--- src/rtl/riscv_alu_arbiter.sv ---
// riscv_alu_arbiter: shares one ALU between two requesters, one operation in flight at a time.
module riscv_alu_arbiter #(
  parameter int XLEN         = 32,
  parameter int ALU_OP_WIDTH = 7,
  parameter int PRIO_MODE    = 0
) (
  input  logic                    clk,
  input  logic                    rst,
  input  logic [1:0]              req_valid_i,
  output logic [1:0]              req_ready_o,
  input  logic [ALU_OP_WIDTH-1:0] req0_operator_i,
  input  logic [XLEN-1:0]         req0_operand_a_i,
  input  logic [XLEN-1:0]         req0_operand_b_i,
  input  logic [ALU_OP_WIDTH-1:0] req1_operator_i,
  input  logic [XLEN-1:0]         req1_operand_a_i,
  input  logic [XLEN-1:0]         req1_operand_b_i,
  output logic [ALU_OP_WIDTH-1:0] alu_operator_o,
  output logic [XLEN-1:0]         alu_operand_a_o,
  output logic [XLEN-1:0]         alu_operand_b_o,
  input  logic [XLEN-1:0]         alu_result_i,
  input  logic                    alu_comparison_i,
  input  logic                    alu_ready_i,
  output logic                    alu_ex_ready_o,
  output logic [1:0]              rsp_valid_o,
  input  logic [1:0]              rsp_ready_i,
  output logic [XLEN-1:0]         rsp_result_o,
  output logic                    rsp_cmp_o,
  output logic                    busy_o
);
  typedef enum logic [1:0] {IDLE, EXEC, RESP} state_e;
  state_e                  state_q, state_d;
  logic                    owner_q, owner_d, rr_q, rr_d, grant;
  logic [ALU_OP_WIDTH-1:0] op_q, op_d;
  logic [XLEN-1:0]         a_q, a_d, b_q, b_d, res_q, res_d;
  logic                    cmp_q, cmp_d;
  logic [1:0]              rv_q, rv_d;
  always_comb begin
    grant       = (&req_valid_i) ? ((PRIO_MODE != 0) ? 1'b0 : rr_q) : req_valid_i[1];
    req_ready_o = (state_q == IDLE && |req_valid_i) ? (grant ? 2'b10 : 2'b01) : 2'b00;
    state_d     = state_q;
    owner_d     = owner_q;
    rr_d        = rr_q;
    op_d        = op_q;
    a_d         = a_q;
    b_d         = b_q;
    res_d       = res_q;
    cmp_d       = cmp_q;
    rv_d        = rv_q;
    case (state_q)
      IDLE: if (|req_valid_i) begin
        op_d    = grant ? req1_operator_i : req0_operator_i;
        a_d     = grant ? req1_operand_a_i : req0_operand_a_i;
        b_d     = grant ? req1_operand_b_i : req0_operand_b_i;
        owner_d = grant;
        rr_d    = (PRIO_MODE != 0) ? rr_q : ~grant;
        state_d = EXEC;
      end
      EXEC: if (alu_ready_i) begin
        res_d   = alu_result_i;
        cmp_d   = alu_comparison_i;
        rv_d    = owner_q ? 2'b10 : 2'b01;
        state_d = RESP;
      end
      RESP: if (rsp_ready_i[owner_q]) begin
        rv_d    = 2'b00;
        state_d = IDLE;
      end
      default: state_d = IDLE;
    endcase
  end
  always_ff @(posedge clk or posedge rst) begin
    if (rst) begin
      state_q <= IDLE;
      owner_q <= 1'b0;
      rr_q    <= 1'b0;
      op_q    <= '0;
      a_q     <= '0;
      b_q     <= '0;
      res_q   <= '0;
      cmp_q   <= 1'b0;
      rv_q    <= 2'b00;
    end else begin
      state_q <= state_d;
      owner_q <= owner_d;
      rr_q    <= rr_d;
      op_q    <= op_d;
      a_q     <= a_d;
      b_q     <= b_d;
      res_q   <= res_d;
      cmp_q   <= cmp_d;
      rv_q    <= rv_d;
    end
  end
  assign alu_operator_o  = op_q;
  assign alu_operand_a_o = a_q;
  assign alu_operand_b_o = b_q;
  assign alu_ex_ready_o  = (state_q == EXEC);
  assign rsp_valid_o     = rv_q;
  assign rsp_result_o    = res_q;
  assign rsp_cmp_o       = cmp_q;
  assign busy_o          = (state_q != IDLE);
endmodule

--- config.mk ---
export PLATFORM = sky130hd
export DESIGN_NAME = riscv_alu_arbiter
export DESIGN_NICKNAME = d
export VERILOG_FILES = /design/src/rtl/riscv_alu_arbiter.sv
export SDC_FILE = /design/constraint.sdc
export NUM_CORES = 1
export LEC_CHECK = 0
export BUFFER_PORTS_ARGS = -buffer_cell sky130_fd_sc_hd__buf_2
export CORE_AREA = 2 2 113 115
export CTS_BUF_LIST = sky130_fd_sc_hd__clkbuf_4
export CTS_CLUSTER_SIZE = 10
export DETAILED_ROUTE_END_ITERATION = 10
export DIE_AREA = 0 0 115 117
export HOLD_SLACK_MARGIN = 0.1
export PLACE_DENSITY = 0.88
export SLEW_MARGIN = 20
export SYNTH_ARGS = -nofsm -noshare
export SYNTH_HDL_FRONTEND = slang
export SYNTH_SLANG_ARGS = --single-unit
--- constraint.sdc ---
create_clock -name clk -period 5.6 [get_ports clk]
set_input_delay 1.68 -clock clk [delete_from_list [all_inputs] [get_ports clk]]
set_output_delay 1.68 -clock clk [all_outputs]
set_load 0.005 [all_outputs]
## After elaboration in Yosys (flattened, before gate mapping)

Index checks and enable logic that the tools add are counted.

| operators by class | value |
|---|---|
| bitwise logic cells | 1 |
| eq/ne operators | 5 |
| magnitude comparators | 1 |
| muxes and demuxes | 15 |
| reductions and logical operators | 10 |

Operators with widths:

| kind | count |
|---|---|
| two-way mux 32 bit | 2 |
| two-way mux 2 bit | 7 |
| two-way mux 7 bit | 1 |
| one-hot mux 2 bit (3 select lines) | 1 |
| AND reduction 2 bit | 3 |
| AND reduction 3 bit | 2 |
| != test 2 bit (second input constant) | 2 |
| one-hot mux 2 bit (2 select lines) | 1 |
| nonzero test 2 bit | 2 |
| two-way mux 1 bit | 3 |
| equality test 2 x 1 -> 1 bit (second input constant) | 1 |
| equality test 2 bit (second input constant) | 1 |
| zero test 2 bit | 1 |
| less-than comparator 1 x 2 -> 1 bit (second input constant) | 1 |
| != test 2 x 1 -> 1 bit (second input constant) | 1 |
| OR reduction 2 bit | 1 |
| logical AND 1 bit | 1 |
| NOT 1 bit | 1 |

| word-level totals | value |
|---|---|
| logic and storage cells | 41 |
| bits in registers | 110 |
| output and inout bits | 110 |

## Longest topological paths before layout

Gate-level depths: netlist (run 1).

| depth | value |
|---|---|
| word-level depth | 4 |
| mapped depth | 6 |
| depth with buffers taken out | 4 |

## Worst setup path before layout (run 1)

No wires, ideal clock.

| timing | value |
|---|---|
| path type | input to output |
| start | in req_valid_i[0] |
| end | out req_ready_o[1] |
| stages | 4 |
| required time | 3920 ps |
| arrival time | 2432 ps |
| setup slack | 1488 ps |
| buffers on the path | 2 |
| path through | buf_6 and2b_4 nor3_4 buf_6 |

| on the way | value |
|---|---|
| word-level cells in the longest chain between the ends | 4 |
| elaborated cells between the ends (all ways) | 6 |
| those cells by class | mux (3); reduce/logical (3) |

Ends and longest elaborated chain:

| what | RTL line | source |
|---|---|---|
| start, declared | 9 | `input logic [1:0] req_valid_i,` |
| AND reduction 2 bit | 38 | `grant = (&req_valid_i) ? ((PRIO_MODE != 0) ? 1'b0 : rr_q) : req_valid_i[1];` |
| two-way mux 1 bit | 38 |  |
| two-way mux 2 bit | 39 | `req_ready_o = (state_q == IDLE && \|req_valid_i) ? (grant ? 2'b10 : 2'b01) : 2'b00;` |
| two-way mux 2 bit (*) | 39 |  |
| end, declared | 10 | `output logic [1:0] req_ready_o,` |

Every way passes the cells marked *; elsewhere a longest branch is shown, timed or not.

## Worst setup path in the final report (run 1)

| timing | value |
|---|---|
| start | in req_valid_i[1] |
| end | out req_ready_o[1] |

Same word-level chain as after synthesis.

==> results.yml, run 1 <==
worst_hold_path:
  min_from: "rsp_result_o[28]"
  hp-class: "reg -> reg"
  min_path_cells: 1
  hold-path-endpoint: "rsp_result_o[28]"
grt:
  grt_pass1_wl_um: 22800
  overflow: 0
  antenna_found_initial: 2
  grtUsageTotal: 0.214
  grt_start_max_net_pins: 72
  grt_pass1_vias: 4576
floorplan:
  std_cell_rows: 41
  core_area_um2: 12300
  dieArea_um2: 13500
  die_w_um: 115
  initial_core_util: 0.415
  fp.dieH_um: 117
  pin_count: 292
synthesis:
  yosysSeqAreaShare: 0.539
  synth_area_per_cell_um2: 12.9
  ys_types: 31
  synth_seq_cells: 110
  synth_ff_type: "dfrtp_1"
  netlist_area_um2: 5110
  synth.area.top_cells: "dfrtp_1 (54%), o2111a_1 (8.6%), a221o_1 (7.6%)"
  postSynthCellCount: 397
  synth_edf_count: 0
  synthArstFlopShare: 1.00
  yosys_warnings: 0
  synth_top_area_frac: 0.539
  synth.net_count: 579
  synth_area_leader_cell: "dfrtp_1"
flow_run:
  cap_violations: 0
power_and_ir_drop:
  cellPowerDensity_nw_per_um2: 508
  total_power_mw: 3.40
  p_seq_frac: 0.419
  power.switching_mw: 1.29
  p_sw_frac: 0.379
  combinationalPowerShare: 0.479
  p_int_mw: 2.11
  p_leak_nw: 3.25
  irDropWorstVdd_v: 0.000215
  p_clk_frac: 0.101
cells_and_area:
  regArea_um2: 2750
  final_nets: 840
  area_growth_syn_to_layout_pct: 31.2
  drive_gt1_frac: 0.509
  multiInputGateArea_um2: 2080
  nFillCells: 1062
setup_path:
  worstSetupPathType: "in -> out"
  required_ns: 3.92
  path_common_cell: "buf_2"
  slowest_delay_ns: 0.55
  reg2reg_depth: 6
  cp-start-kind: "input pin"
  rr_endpoint: "alu_operand_a_o[3]"
  cp.arrival_ns: 2.76
  crit_slowest_cell: "buf_2"
  r2r-start: "state_q[0]"
  reg2reg_slack_ns: 3.17
  crit_fanout: 36
  worstSetupEndpointType: "output port"
  crit_chain: "buf_2, inv_4, nor3_4, buf_2"
clock_tree:
  cts_resized: 0
  cts.path.max_buffers: 2
  numCtsBuffers: 9
  cts_tree: "yes"
  cts-root-buf: "clkbuf_4"
  post_cts_buffers: 0
  htree_levels: 3
  clk_pin_slew_ns: 0.16
  cts.sinks: 110
  clk_latency_ns: 0.44
  cts_hold_buf: 0
sta:
  final-hold-violation-count: 0
  setup_viol_count_final: 0
  rsz0062_at_grt: "false"
  clock-skew-final_ns: 0.0208
  fin_tns_setup_ns: 0
  fmax_ghz: 0.225
  worst_pin_slew_ns: 0.723
  fin_crit_sh: 0.794
  relSlewSlack: 0.517
  report.final.slew_viol_count: 0
  min_period_ns: 4.44
place:
  gp_congestion: 0.824
  hpwlAfterDp_um: 10900
  io_buffers: 291
detailed_routing:
  drt-initial-drc-count: 406
  drc_errors: 0
  dr.pass1.iters: 5
  wl_per_cell_um: 18.6
  vias: 4697
  final_antenna_net_count: 0
  viasPerCell: 5.78
  routed_wl_um: 15100
run_status:
  outcome: "finished, final reports clean"
cells in the mapped netlist, types with 2 or more instances:
library cell / number
o2111a_1: 39
mux2_1: 23
inv_1: 4
nand2b_1: 3
o22ai_1: 2
buf_6: 5
dfrtp_1: 110
a221o_1: 39
a311oi_1: 31
a21oi_1: 2
mux2_2: 11
nor2_2: 2
buf_4: 3
o21ai_1: 10
a2bb2oi_1: 31
nand2_1: 2
o21ai_0: 24
clkbuf_1: 35
buf_2: 9
routing by layer:
layer  global-route usage  part of all wire  vias up
met5                    0           0.00073        -
met4               0.0900             0.022        2
met3               0.0427             0.076       30
met2                0.375              0.51      262
met1                0.259              0.39     2251
li1                     -                 -     2152
metrics by stage:
stage / setup slack (ns) / instances / utilization / cell area [um2] / hold slack [ns]
3_5_place_dp: 1.20 / 797 / 0.535 / 6590 / 0.477
3_3_place_gp: 1.20 / 797 / 0.535 / 6590 / 0.470
2_1_floorplan: 1.02 / 397 / - / 5110 / 0.489
6_report: 1.16 / 813 / 0.544 / 6700 / 0.505
5_1_grt: 1.05 / 813 / 0.544 / 6700 / 0.531
4_1_cts: 1.19 / 812 / 0.544 / 6700 / 0.512
critical path, delay by kind of cell:
kind                   cells  cell delay (ns)
AND/OR/NAND/NOR            1             0.26
buffers and inverters      3             0.79
power groups by stage:
stage	sequential, mW	combinational (mW)	clock (mW)
3_5_place_dp	1.44	1.65	0
6_report	1.43	1.63	0.345
5_1_grt	1.47	1.78	0.393
2_1_floorplan	1.44	0.967	0
3_3_place_gp	1.42	1.58	0
4_1_cts	1.42	1.64	0.360
registers in the layout (all words and copies together), names as in the netlist:
signal           flops
owner_q              1
alu_operand_a_o     32
rsp_cmp_o            1
alu_operand_b_o     32
alu_operator_o       7
rr_q                 1
rsp_valid_o          2
rsp_result_o        32
state_q              2
cell usage in the layout, fill, tap and decap left out, types with 2 or more instances in the layout:
cell | synthesis | final
nor2_2 | 2 | 2
o21ai_1 | 10 | 10
a2bb2oi_1 | 31 | 31
inv_2 | 1 | 2
o2111a_1 | 39 | 39
dfrtp_1 | 110 | 110
clkinvlp_4 | 0 | 2
o22ai_1 | 2 | 2
inv_1 | 4 | 2
clkbuf_4 | 0 | 10
buf_2 | 9 | 291
inv_4 | 1 | 2
nand2b_1 | 3 | 3
a311oi_1 | 31 | 31
o21ai_0 | 24 | 24
mux2_1 | 23 | 23
a21oi_1 | 2 | 2
buf_4 | 3 | 11
nand2_1 | 2 | 2
mux2_2 | 11 | 11
a221o_1 | 39 | 39
cell type report:
| type | count | area share |
|---|---|---|
| Inverter | 6 | 0.00411 |
| Sequential cell | 110 | 0.411 |
| Multi-Input combinational cell | 229 | 0.311 |
| Clock buffer | 10 | 0.0112 |
| Antenna cell | 1 | 0.000373 |
| Timing Repair Buffer | 302 | 0.230 |
| Clock inverter | 5 | 0.00541 |
| Tap cell | 150 | 0.0280 |
how the worst max path moves through the flow:
stage                         from                 end  cells past startpoint
CTS                 req_valid_i[1]      req_ready_o[1]                      4
finish              req_valid_i[1]      req_ready_o[1]                      4
global route        req_valid_i[1]      req_ready_o[1]                      4
global placement    req_valid_i[1]      req_ready_o[1]                      4
detailed placement  req_valid_i[1]      req_ready_o[1]                      4
floorplan                      rst  alu_operand_a_o[0]                      1
kinds of logic (layout without fill, tap and decap cells):
logic type,count (synthesis),after routing,share of synthesized area
buffers and inverters,58,323,0.0549
muxes,34,34,0.0750
AOI/OAI and AO/OA,181,181,0.311
DFF,110,110,0.539
other,0,1,0
and+or+nand+nor,14,14,0.0198
Note: power is estimated with default switching activity, not from simulation.
==> inputs of run 2 (changes only) <==
==> constraint.sdc (replaced) <==
create_clock -name clk -period 4.35 [get_ports clk]
set_input_delay 1.305 -clock clk [delete_from_list [all_inputs] [get_ports clk]]
set_output_delay 1.305 -clock clk [all_outputs]
set_load 0.005 [all_outputs]
==> run 2 against run 1 <==
Compared with the run above: total power increased by 32%; global-route usage is 0.94 points higher; critical path depth is the same; via count grew 2.5%; sequential cell count is the same; largest cell class unchanged; cell count rose by 0.12%; highest routed layer is now met4.
==> results.yml, run 2 (same netlist as run 1, synthesis figures left out) <==
detailed_routing:
  routed_wl_um: 15800
  drt-initial-drc-count: 355
  vias: 4814
  viasPerCell: 5.91
  dr.pass1.iters: 7
  wl_per_cell_um: 19.5
  drc_errors: 0
  final_antenna_net_count: 0
grt:
  antenna_found_initial: 1
  grtUsageTotal: 0.224
  grt_start_max_net_pins: 71
  overflow: 0
  grt_pass1_wl_um: 23600
  grt_pass1_vias: 4703
setup_path:
  crit_chain: "nor2_4, inv_2, nor3_4, buf_2"
  slowest_delay_ns: 0.61
  worstSetupPathType: "reg -> out"
  crit_fanout: 28
  cp-start-kind: "register"
  reg2reg_slack_ns: 1.87
  worstSetupEndpointType: "output port"
  cp.arrival_ns: 2.32
  crit_slowest_cell: "nor2_4"
  reg2reg_depth: 5
  required_ns: 3.04
clock_tree:
  clk_latency_ns: 0.45
  numCtsBuffers: 9
  cts_hold_buf: 0
  cts-root-buf: "clkbuf_4"
  cts.sinks: 110
  post_cts_buffers: 0
  htree_levels: 3
  cts.path.max_buffers: 2
  cts_tree: "yes"
  clk_pin_slew_ns: 0.17
  cts_resized: 0
cells_and_area:
  multiInputGateArea_um2: 2090
  drive_gt1_frac: 0.510
  fin_cells: 814
  area_growth_syn_to_layout_pct: 32.1
  nFillCells: 1060
  final_nets: 840
  regArea_um2: 2750
  mostFrequentLayoutCells: "buf_2 (291), dfrtp_1 (110), o2111a_1 (39), a221o_1 (39)"
  layout_commonest_cell: "buf_2"
  finish.utilization: 0.548
power_and_ir_drop:
  p_leak_nw: 3.28
  total_power_mw: 4.48
  cellPowerDensity_nw_per_um2: 663
  irDropWorstVdd_v: 0.000301
floorplan:
  std_cell_rows: 41
  dieArea_um2: 13500
  initial_core_util: 0.415
  die_w_um: 115
  core_area_um2: 12300
  fp.dieH_um: 117
  pin_count: 292
place:
  io_buffers: 291
  gp_congestion: 0.784
  hpwlAfterDp_um: 11300
  place_inst: 797
sta:
  fmax_ghz: 0.276
  fin_crit_sh: 0.834
  report.final.slew_viol_count: 0
  fin_tns_setup_ns: 0
  relSlewSlack: 0.488
  setup_viol_count_final: 0
  clock-skew-final_ns: 0.0263
  rsz0062_at_grt: "false"
  worst_pin_slew_ns: 0.766
  min_period_ns: 3.63
  final-hold-violation-count: 0
run_status:
  outcome: "finished, final reports clean"
worst_hold_path:
  hp-class: "reg -> reg"
  min_path_cells: 1
flow_run:
  cap_violations: 0
## run 2: final timing paths
path / endpoint / from
min: rsp_result_o[17] / rsp_result_o[17]
max: req_ready_o[1] / state_q[0]
max reg2reg: alu_operand_b_o[30] / state_q[0]
min in group asynchronous: rsp_result_o[27] / rst
max in group asynchronous: alu_operator_o[4] / rst
min reg2reg: rsp_result_o[17] / rsp_result_o[17]
## run 2: metal layers
metal	vias up	track usage	wire length (um)
met3	30	0.0438	1220
met4	0	0.0787	298
met2	274	0.392	8190
met1	2353	0.277	6140
met5	-	0	0
li1	2157	-	-
## run 2: layout make-up
class | count | share of cell area
diodes | 1 | 0.000371
clock buffers | 9 | 0.0100
clock inverters | 7 | 0.0104
inverters | 6 | 0.00408
multi-input cells | 229 | 0.309
flip-flops and latches | 110 | 0.408
well taps | 150 | 0.0278
repair buffers | 302 | 0.230
## run 2: metrics by stage
stage | setup slack [ns] | area, um2 | hold slack (ns)
floorplan | 0.143 | 5110 | 0.489
global placement | 0.825 | 6600 | 0.470
detailed placement | 0.787 | 6610 | 0.476
CTS | 0.642 | 6740 | 0.514
global route | 0.485 | 6750 | 0.529
finish | 0.722 | 6750 | 0.510
## run 2: critical path, delay by kind of cell (launching register included)
kind | cells | cell delay, ns
and+or+nand+nor | 2 | 0.87
buffers and inverters | 2 | 0.55
DFF | 1 | 0.46
## run 2: power by group
| group | internal [mW] | switching [mW] | total, mW |
|---|---|---|---|
| combinational | 1.08 | 1.05 | 2.12 |
| clock | 0.178 | 0.342 | 0.519 |
| sequential | 1.53 | 0.300 | 1.83 |
